[src/rtl/iq_seq.sv]
// Inverse-quantization sequencer: zig-zag coefficient stream in, romq-scaled coefficients out.
// Optional saturation of the output (and the dq_sat port) is enabled by defining IQ_SAT_EN.
module iq_seq #(
  parameter int COEF_W = 12,
  parameter int Q_W    = 8,
  parameter int OUT_W  = 16
) (
  input  logic                     clk,
  input  logic                     rst_n,
  input  logic signed [COEF_W-1:0] coef_in,
  input  logic                     coef_valid,
  input  logic                     coef_last,
  output logic                     coef_ready,
  output logic [5:0]               rom_a,
  input  logic [Q_W-1:0]           rom_d,
  output logic signed [OUT_W-1:0]  dq_out,
  output logic [5:0]               dq_idx,
  output logic                     dq_valid,
  output logic                     dq_last,
  input  logic                     dq_ready,
`ifdef IQ_SAT_EN
  output logic                     dq_sat,
`endif
  output logic                     seq_err
);

  localparam int P_W = COEF_W + Q_W + 1;

  // Handshakes: a transfer happens on a rising edge where valid and ready are both high;
  // valid never depends on ready, and data holds while valid is high and ready is low.

  logic [5:0]               r_idx;
  logic                     r_s1_valid;
  logic signed [COEF_W-1:0] r_s1_coef;
  logic [5:0]               r_s1_idx;
  logic signed [OUT_W-1:0]  r_dq_out;
  logic [5:0]               r_dq_idx;
  logic                     r_dq_valid;
  logic                     r_dq_last;
  logic                     r_seq_err;

  logic                     w_s1_adv;
  logic                     w_coef_ready;
  logic                     w_accept;
  logic signed [P_W-1:0]    w_coef_ext;
  logic signed [P_W-1:0]    w_rom_ext;
  logic signed [P_W-1:0]    w_prod;
  logic signed [OUT_W-1:0]  w_dq_fmt;

  assign w_s1_adv     = r_s1_valid & (~r_dq_valid | dq_ready);
  assign w_coef_ready = ~r_s1_valid | w_s1_adv;
  assign w_accept     = coef_valid & w_coef_ready;

  // While S1 is stalled keep re-addressing its entry so rom_d stays aligned with it.
  assign rom_a = (r_s1_valid & ~w_s1_adv) ? r_s1_idx : r_idx;

  assign w_coef_ext = {{(Q_W + 1){r_s1_coef[COEF_W-1]}}, r_s1_coef};
  assign w_rom_ext  = {{(COEF_W + 1){1'b0}}, rom_d};
  assign w_prod     = w_coef_ext * w_rom_ext;

`ifdef IQ_SAT_EN
  logic [P_W-OUT_W:0] w_hi;
  logic               w_sat;
  logic               r_dq_sat;

  // In range only when every bit above the output sign bit matches it.
  assign w_hi     = w_prod[P_W-1:OUT_W-1];
  assign w_sat    = ~((&w_hi) | ~(|w_hi));
  assign w_dq_fmt = ~w_sat ? w_prod[OUT_W-1:0] :
                    (w_prod[P_W-1] ? {1'b1, {(OUT_W-1){1'b0}}} : {1'b0, {(OUT_W-1){1'b1}}});
  assign dq_sat   = r_dq_sat;

  always_ff @(posedge clk or negedge rst_n) begin
    if (!rst_n) begin
      r_dq_sat <= 1'b0;
    end else if (w_s1_adv) begin
      r_dq_sat <= w_sat;
    end
  end
`else
  logic w_unused_hi;

  assign w_dq_fmt    = w_prod[OUT_W-1:0];
  assign w_unused_hi = ^w_prod[P_W-1:OUT_W];
`endif

  always_ff @(posedge clk or negedge rst_n) begin
    if (!rst_n) begin
      r_idx      <= 6'd0;
      r_s1_valid <= 1'b0;
      r_s1_coef  <= '0;
      r_s1_idx   <= 6'd0;
      r_seq_err  <= 1'b0;
    end else begin
      if (w_accept) begin
        r_s1_coef  <= coef_in;
        r_s1_idx   <= r_idx;
        r_idx      <= r_idx + 6'd1;
        r_s1_valid <= 1'b1;
        // The index runs purely by count; a misplaced coef_last only flags the error.
        if (coef_last != (r_idx == 6'd63)) begin
          r_seq_err <= 1'b1;
        end
      end else if (w_s1_adv) begin
        r_s1_valid <= 1'b0;
      end
    end
  end

  always_ff @(posedge clk or negedge rst_n) begin
    if (!rst_n) begin
      r_dq_out   <= '0;
      r_dq_idx   <= 6'd0;
      r_dq_valid <= 1'b0;
      r_dq_last  <= 1'b0;
    end else if (w_s1_adv) begin
      r_dq_out   <= w_dq_fmt;
      r_dq_idx   <= r_s1_idx;
      r_dq_last  <= (r_s1_idx == 6'd63);
      r_dq_valid <= 1'b1;
    end else if (dq_ready) begin
      r_dq_valid <= 1'b0;
    end
  end

  assign coef_ready = w_coef_ready;
  assign dq_out     = r_dq_out;
  assign dq_idx     = r_dq_idx;
  assign dq_valid   = r_dq_valid;
  assign dq_last    = r_dq_last;
  assign seq_err    = r_seq_err;

endmodule

[config.mk]
export PLATFORM = sky130hd
export DESIGN_NAME = iq_seq
export DESIGN_NICKNAME = d
export VERILOG_FILES = /design/src/rtl/iq_seq.sv
export SDC_FILE = /design/constraint.sdc
export NUM_CORES = 1
export LEC_CHECK = 0
export ABC_AREA = 1
export BUFFER_PORTS_ARGS = -buffer_cell sky130_fd_sc_hd__buf_2
export CAP_MARGIN = 20
export CORE_UTILIZATION = 30
export DETAILED_ROUTE_END_ITERATION = 7
export GPL_TIMING_DRIVEN = 0
export HOLD_SLACK_MARGIN = 0.02
export PLACE_DENSITY = 0.47
export SETUP_SLACK_MARGIN = 0.5
export SLEW_MARGIN = 20
export SYNTH_ARGS = -nofsm -noshare
export SYNTH_HDL_FRONTEND = slang
export SYNTH_SLANG_ARGS = --single-unit
[constraint.sdc]
create_clock -name clk -period 11.9 [get_ports clk]
set_input_delay 2.38 -clock clk [delete_from_list [all_inputs] [get_ports clk]]
set_output_delay 2.38 -clock clk [all_outputs]
set_load 0.03 [all_outputs]
== Yosys cells after proc, flatten, opt, wreduce, memory -nomap -nowiden ==
Index checks and enable logic that the tools add are counted.
Cells by class
  multiplexer cells: 5
  add/sub/neg operators: 1
  reduce and logical (&&, ||, !) cells: 3
  bitwise operators: 8
  equal/unequal tests: 3
  multipliers: 1
Operators with widths (number)
  $mul 12x9->16: 1
  $eq 6x6->1 const B: 2
  $add 6x1->6 const B: 1
  $mux 6: 1
  $mux 1: 4
  $reduce_bool 2->1: 2
  $and 1x1->1: 3
  $not 1->1: 3
  $or 1x1->1: 2
  $reduce_and 2->1: 1
  $ne 1x1->1: 1
Word-level totals
  input bits: 25
  register bits: 50
  word-level logic and storage cells: 30
  output and inout bits: 32

== Logic depth before layout (Yosys ltp) ==
  depth in word-level cells: 6
  depth in mapped cells: 21
  depth with buffers taken out: 20

== Worst setup path before layout ==
OpenSTA, ideal clock, no wires.
  path kind: input-to-output
  start: input port dq_ready
  end: output port rom_a[0]
  cell stages on the path: 4
  required time: 9.520 ns
  arrival time: 3.637 ns
  path buffers: 1
  slack: 5.883 ns
  cell sequence: inv_1 nand3_2 clkbuf_1 o21ai_0
Between the ends
  cells in the longest elaborated chain, start to end: 5
Ends and longest elaborated chain
  start: declaration: line 20  | input logic dq_ready,
  $or 1x1->1: line 50  | assign w_s1_adv = r_s1_valid & (~r_dq_valid | dq_ready);
  $and 1x1->1: line 50
  $not 1->1: line 55  | assign rom_a = (r_s1_valid & ~w_s1_adv) ? r_s1_idx : r_idx;
  $and 1x1->1: line 55
  $mux 6: line 55
  end: declaration: line 14  | output logic [5:0] rom_a,
No other way between the ends.

== Final worst setup path ==
  start: input port rom_d[5]
  end: register r_dq_out[15] (netlist: dq_out[15])
Between the ends
  cells in the longest elaborated chain, start to end: 1
Ends and longest elaborated chain
  start: declaration: line 15  | input logic [Q_W-1:0] rom_d,
  $mul 12x9->16: line 59  | assign w_prod = w_coef_ext * w_rom_ext;
  end signal: assignment: line 117  | r_dq_out <= w_dq_fmt;
  end: declaration: line 36  | logic signed [OUT_W-1:0] r_dq_out;
No other way between the ends.
A chain may end at the register's enable or synchronous reset.

==> flow_summary.yaml <==
floorplanning:
  die_h_um: 132
  dieArea_um2: 17400
  ios: 57
  rows: 47
  initial_core_util_pct: 30.6
  fp.dieW_um: 132
  core-area_um2: 16500
timing:
  layout_min_cycle_time_ns: 6.57
  fin_crit_sh_pct: 55.2
  tns_ns: 0
  worst_pin_slew_ns: 0.644
  fin_skew_ns: 0.00655
  setup_viol: 0
  maxSlewHeadroom_pct: 57.1
  rsz0062_at_grt: "false"
  fmaxAchievable_ghz: 0.152
  fin_ws_ns: 5.33
  hold_viol: 0
  slew_violations: 0
grt:
  grt_max_degree: 51
  grt_pass1_vias: 4180
  grt.total_usage_pct: 14.5
  antenna_found_initial: 0
  grt_overflow: 0
  grt_pass1_wl_mm: 20.3
synth:
  ys_seq_area_share_pct: 24.7
  synth.distinct_cells: 26
  async_flop_share_pct: 100
  synth_nets: 786
  ys_warn_count: 0
  syn_inst: 670
  synth_edf_count: 0
  synth_area_um2: 5060
  synth_flop_cell: "dfrtp_1"
  synth-seq-cells: 50
  avgSynthCellArea_um2: 7.55
pwr:
  peakVddDrop_mv: 0.0788
  internal_power_uw: 662
  pwr-share-comb_pct: 70.9
  leakage_uw: 0.00344
  powerDensity_nw_per_um2: 246
  seq_power_share_pct: 19.3
  pwr-share-clk_pct: 9.8
  p_sw_uw: 751
  swShare_pct: 53.2
  power_uw: 1410
clock_tree:
  cts_tree: "done"
  numCtsBuffers: 5
  htree_levels: 2
  cts_sinks: 50
  postCtsSetupBuffers: 0
  cts_resized: 0
  cts_hold_buf: 0
  clock_path_buffers: 2
  clock_latency_ns: 0.29
  cts-root-buf: "clkbuf_16"
  path_clk_slew_ns: 0.07
placement:
  place_ws_ns: 5.04
  placed_area_um2: 5610
  io_buffers: 54
  place_congestion: 0.807
  dp_hpwl_mm: 10.0
hold_path:
  worstHoldPathCells: 2
  hold_end: "dq_out[3]"
  min_path_type: "register to register"
  min_from: "dq_out[3]"
cells_and_area:
  drive_gt1_share_pct: 11.2
  layout_commonest_cell: "nand2_1"
  layout_common_cells: "nand2_1, inv_1, fa_1, buf_2, dfrtp_1"
  num-nets-final: 847
  fillers: 1817
  final_core_util_pct: 34.8
  antenna_cells: 0
  fin_area_um2: 5750
  area_growth_syn_to_layout_pct: 13.6
setup_path:
  worst-path-max-fanout: 10
  r2r_cells: 18
  reg2reg_to: "dq_out[15]"
  endpoint_kind: "register"
  worst-setup-path-type: "input pin to register"
  cp.required_ns: 12.08
  cp.arrival_ns: 6.75
  startpoint_type: "input pin"
  rrSetupSlack_ns: 7.35
  r2r-start: "r_s1_coef[7]"
routing:
  drtAntennaViolNets: 0
  routed_wl_mm: 12.0
  drt_first_pass_iters: 6
  drt-vias-per-instance: 4.33
  post-route-drc-count: 0
  wl_per_cell_um: 12.6
  vias: 4114
  first_iter_violations: 137
job:
  cap_violations: 0
outcome:
  status: "finished, final reports clean"
-- metal layers --
layer	wire length, um	track usage [%]
met1	5830	20.1
met2	5700	24.2
met4	122	2.84
met5	0	0
met3	313	1.96
-- registers in the layout, indices dropped and copies added (netlist names) --
signal      count
dq_idx          6
r_idx           6
seq_err         1
r_s1_idx        6
dq_last         1
r_s1_valid      1
dq_valid        1
r_s1_coef      12
dq_out         16
-- layout make-up --
class                      count  area [um^2]  area share [%]
tap                          220          275            4.79
timing repair buffer          54          273            4.75
multi-input combinational    418         3020            52.6
clock inverter                 2         13.8           0.239
buffer                        28          134            2.33
sequential                    50         1250            21.8
inverter                     174          653            11.4
clock buffer                   5          125            2.18
-- per-stage QoR --
step / std cells / hold slack (ns)
6_report: 951 / 0.479
5_1_grt: 951 / 0.497
4_1_cts: 951 / 0.482
3_5_place_dp: 944 / 0.464
3_3_place_gp: 944 / 0.463
2_1_floorplan: 670 / 0.453
-- kinds of logic (layout without fill, tap and decap cells) --
kind of cell / count (synthesis) / count (layout) / share of synthesized area (%)
AOI/OAI and AO/OA: 50 / 50 / 5.29
buffers and inverters: 202 / 263 / 15.6
DFF: 50 / 50 / 24.7
and+or+nand+nor: 265 / 265 / 21.1
adders and majority gates: 91 / 91 / 31.2
xor gates and xnor gates: 12 / 12 / 2.08
-- synthesized netlist by cell type (7+ instances only) --
| cell | instances | area share (%) |
|---|---|---|
| a21oi_1 | 9 | 0.89 |
| o21ai_0 | 25 | 2.5 |
| xor2_1 | 7 | 1.2 |
| nand3_1 | 17 | 1.7 |
| nand2_1 | 216 | 16 |
| clkbuf_1 | 21 | 1.6 |
| fa_1 | 59 | 23 |
| inv_1 | 169 | 13 |
| dfrtp_1 | 50 | 25 |
| o21ai_1 | 8 | 0.79 |
| nor2_1 | 17 | 1.3 |
| ha_1 | 32 | 7.9 |
-- how the worst max path moves through the flow --
| stage | from | endpoint | slack (ns) | cells past startpoint |
|---|---|---|---|---|
| after CTS | rom_d[5] | dq_out[15] | 5.34 | 19 |
| after floorplan | dq_ready | rom_a[0] | 5.88 | 4 |
| final | rom_d[5] | dq_out[15] | 5.33 | 19 |
| after global placement | rom_d[3] | dq_out[15] | 5.05 | 19 |
| after detailed placement | rom_d[5] | dq_out[15] | 5.04 | 19 |
| after global routing | rom_d[5] | dq_out[15] | 5.18 | 19 |
-- critical path: stages --
cell and delay (ns):
buf_2 0.12, clkbuf_1 0.49, nand2_1 0.19, fa_1 0.55, inv_1 0.05, fa_1 0.46
fa_1 0.59, inv_1 0.07, fa_1 0.53, inv_1 0.05, ha_1 0.31, inv_1 0.11
o21ai_0 0.14, a21oi_1 0.20, nand3_1 0.19, inv_1 0.09, nand3_1 0.08, nand3_1 0.09
nand2_1 0.05
-- power by group through the flow --
| stage | combinational [uW] | clock, uW | sequential, uW |
|---|---|---|---|
| final | 1000 | 139 | 273 |
| after global routing | 1150 | 151 | 282 |
| after CTS | 1020 | 144 | 273 |
| after detailed placement | 1020 | 0 | 276 |
| after global placement | 1010 | 0 | 274 |
| after floorplan | 677 | 0 | 339 |
No activity file was read; power rests on OpenSTA's default activity.
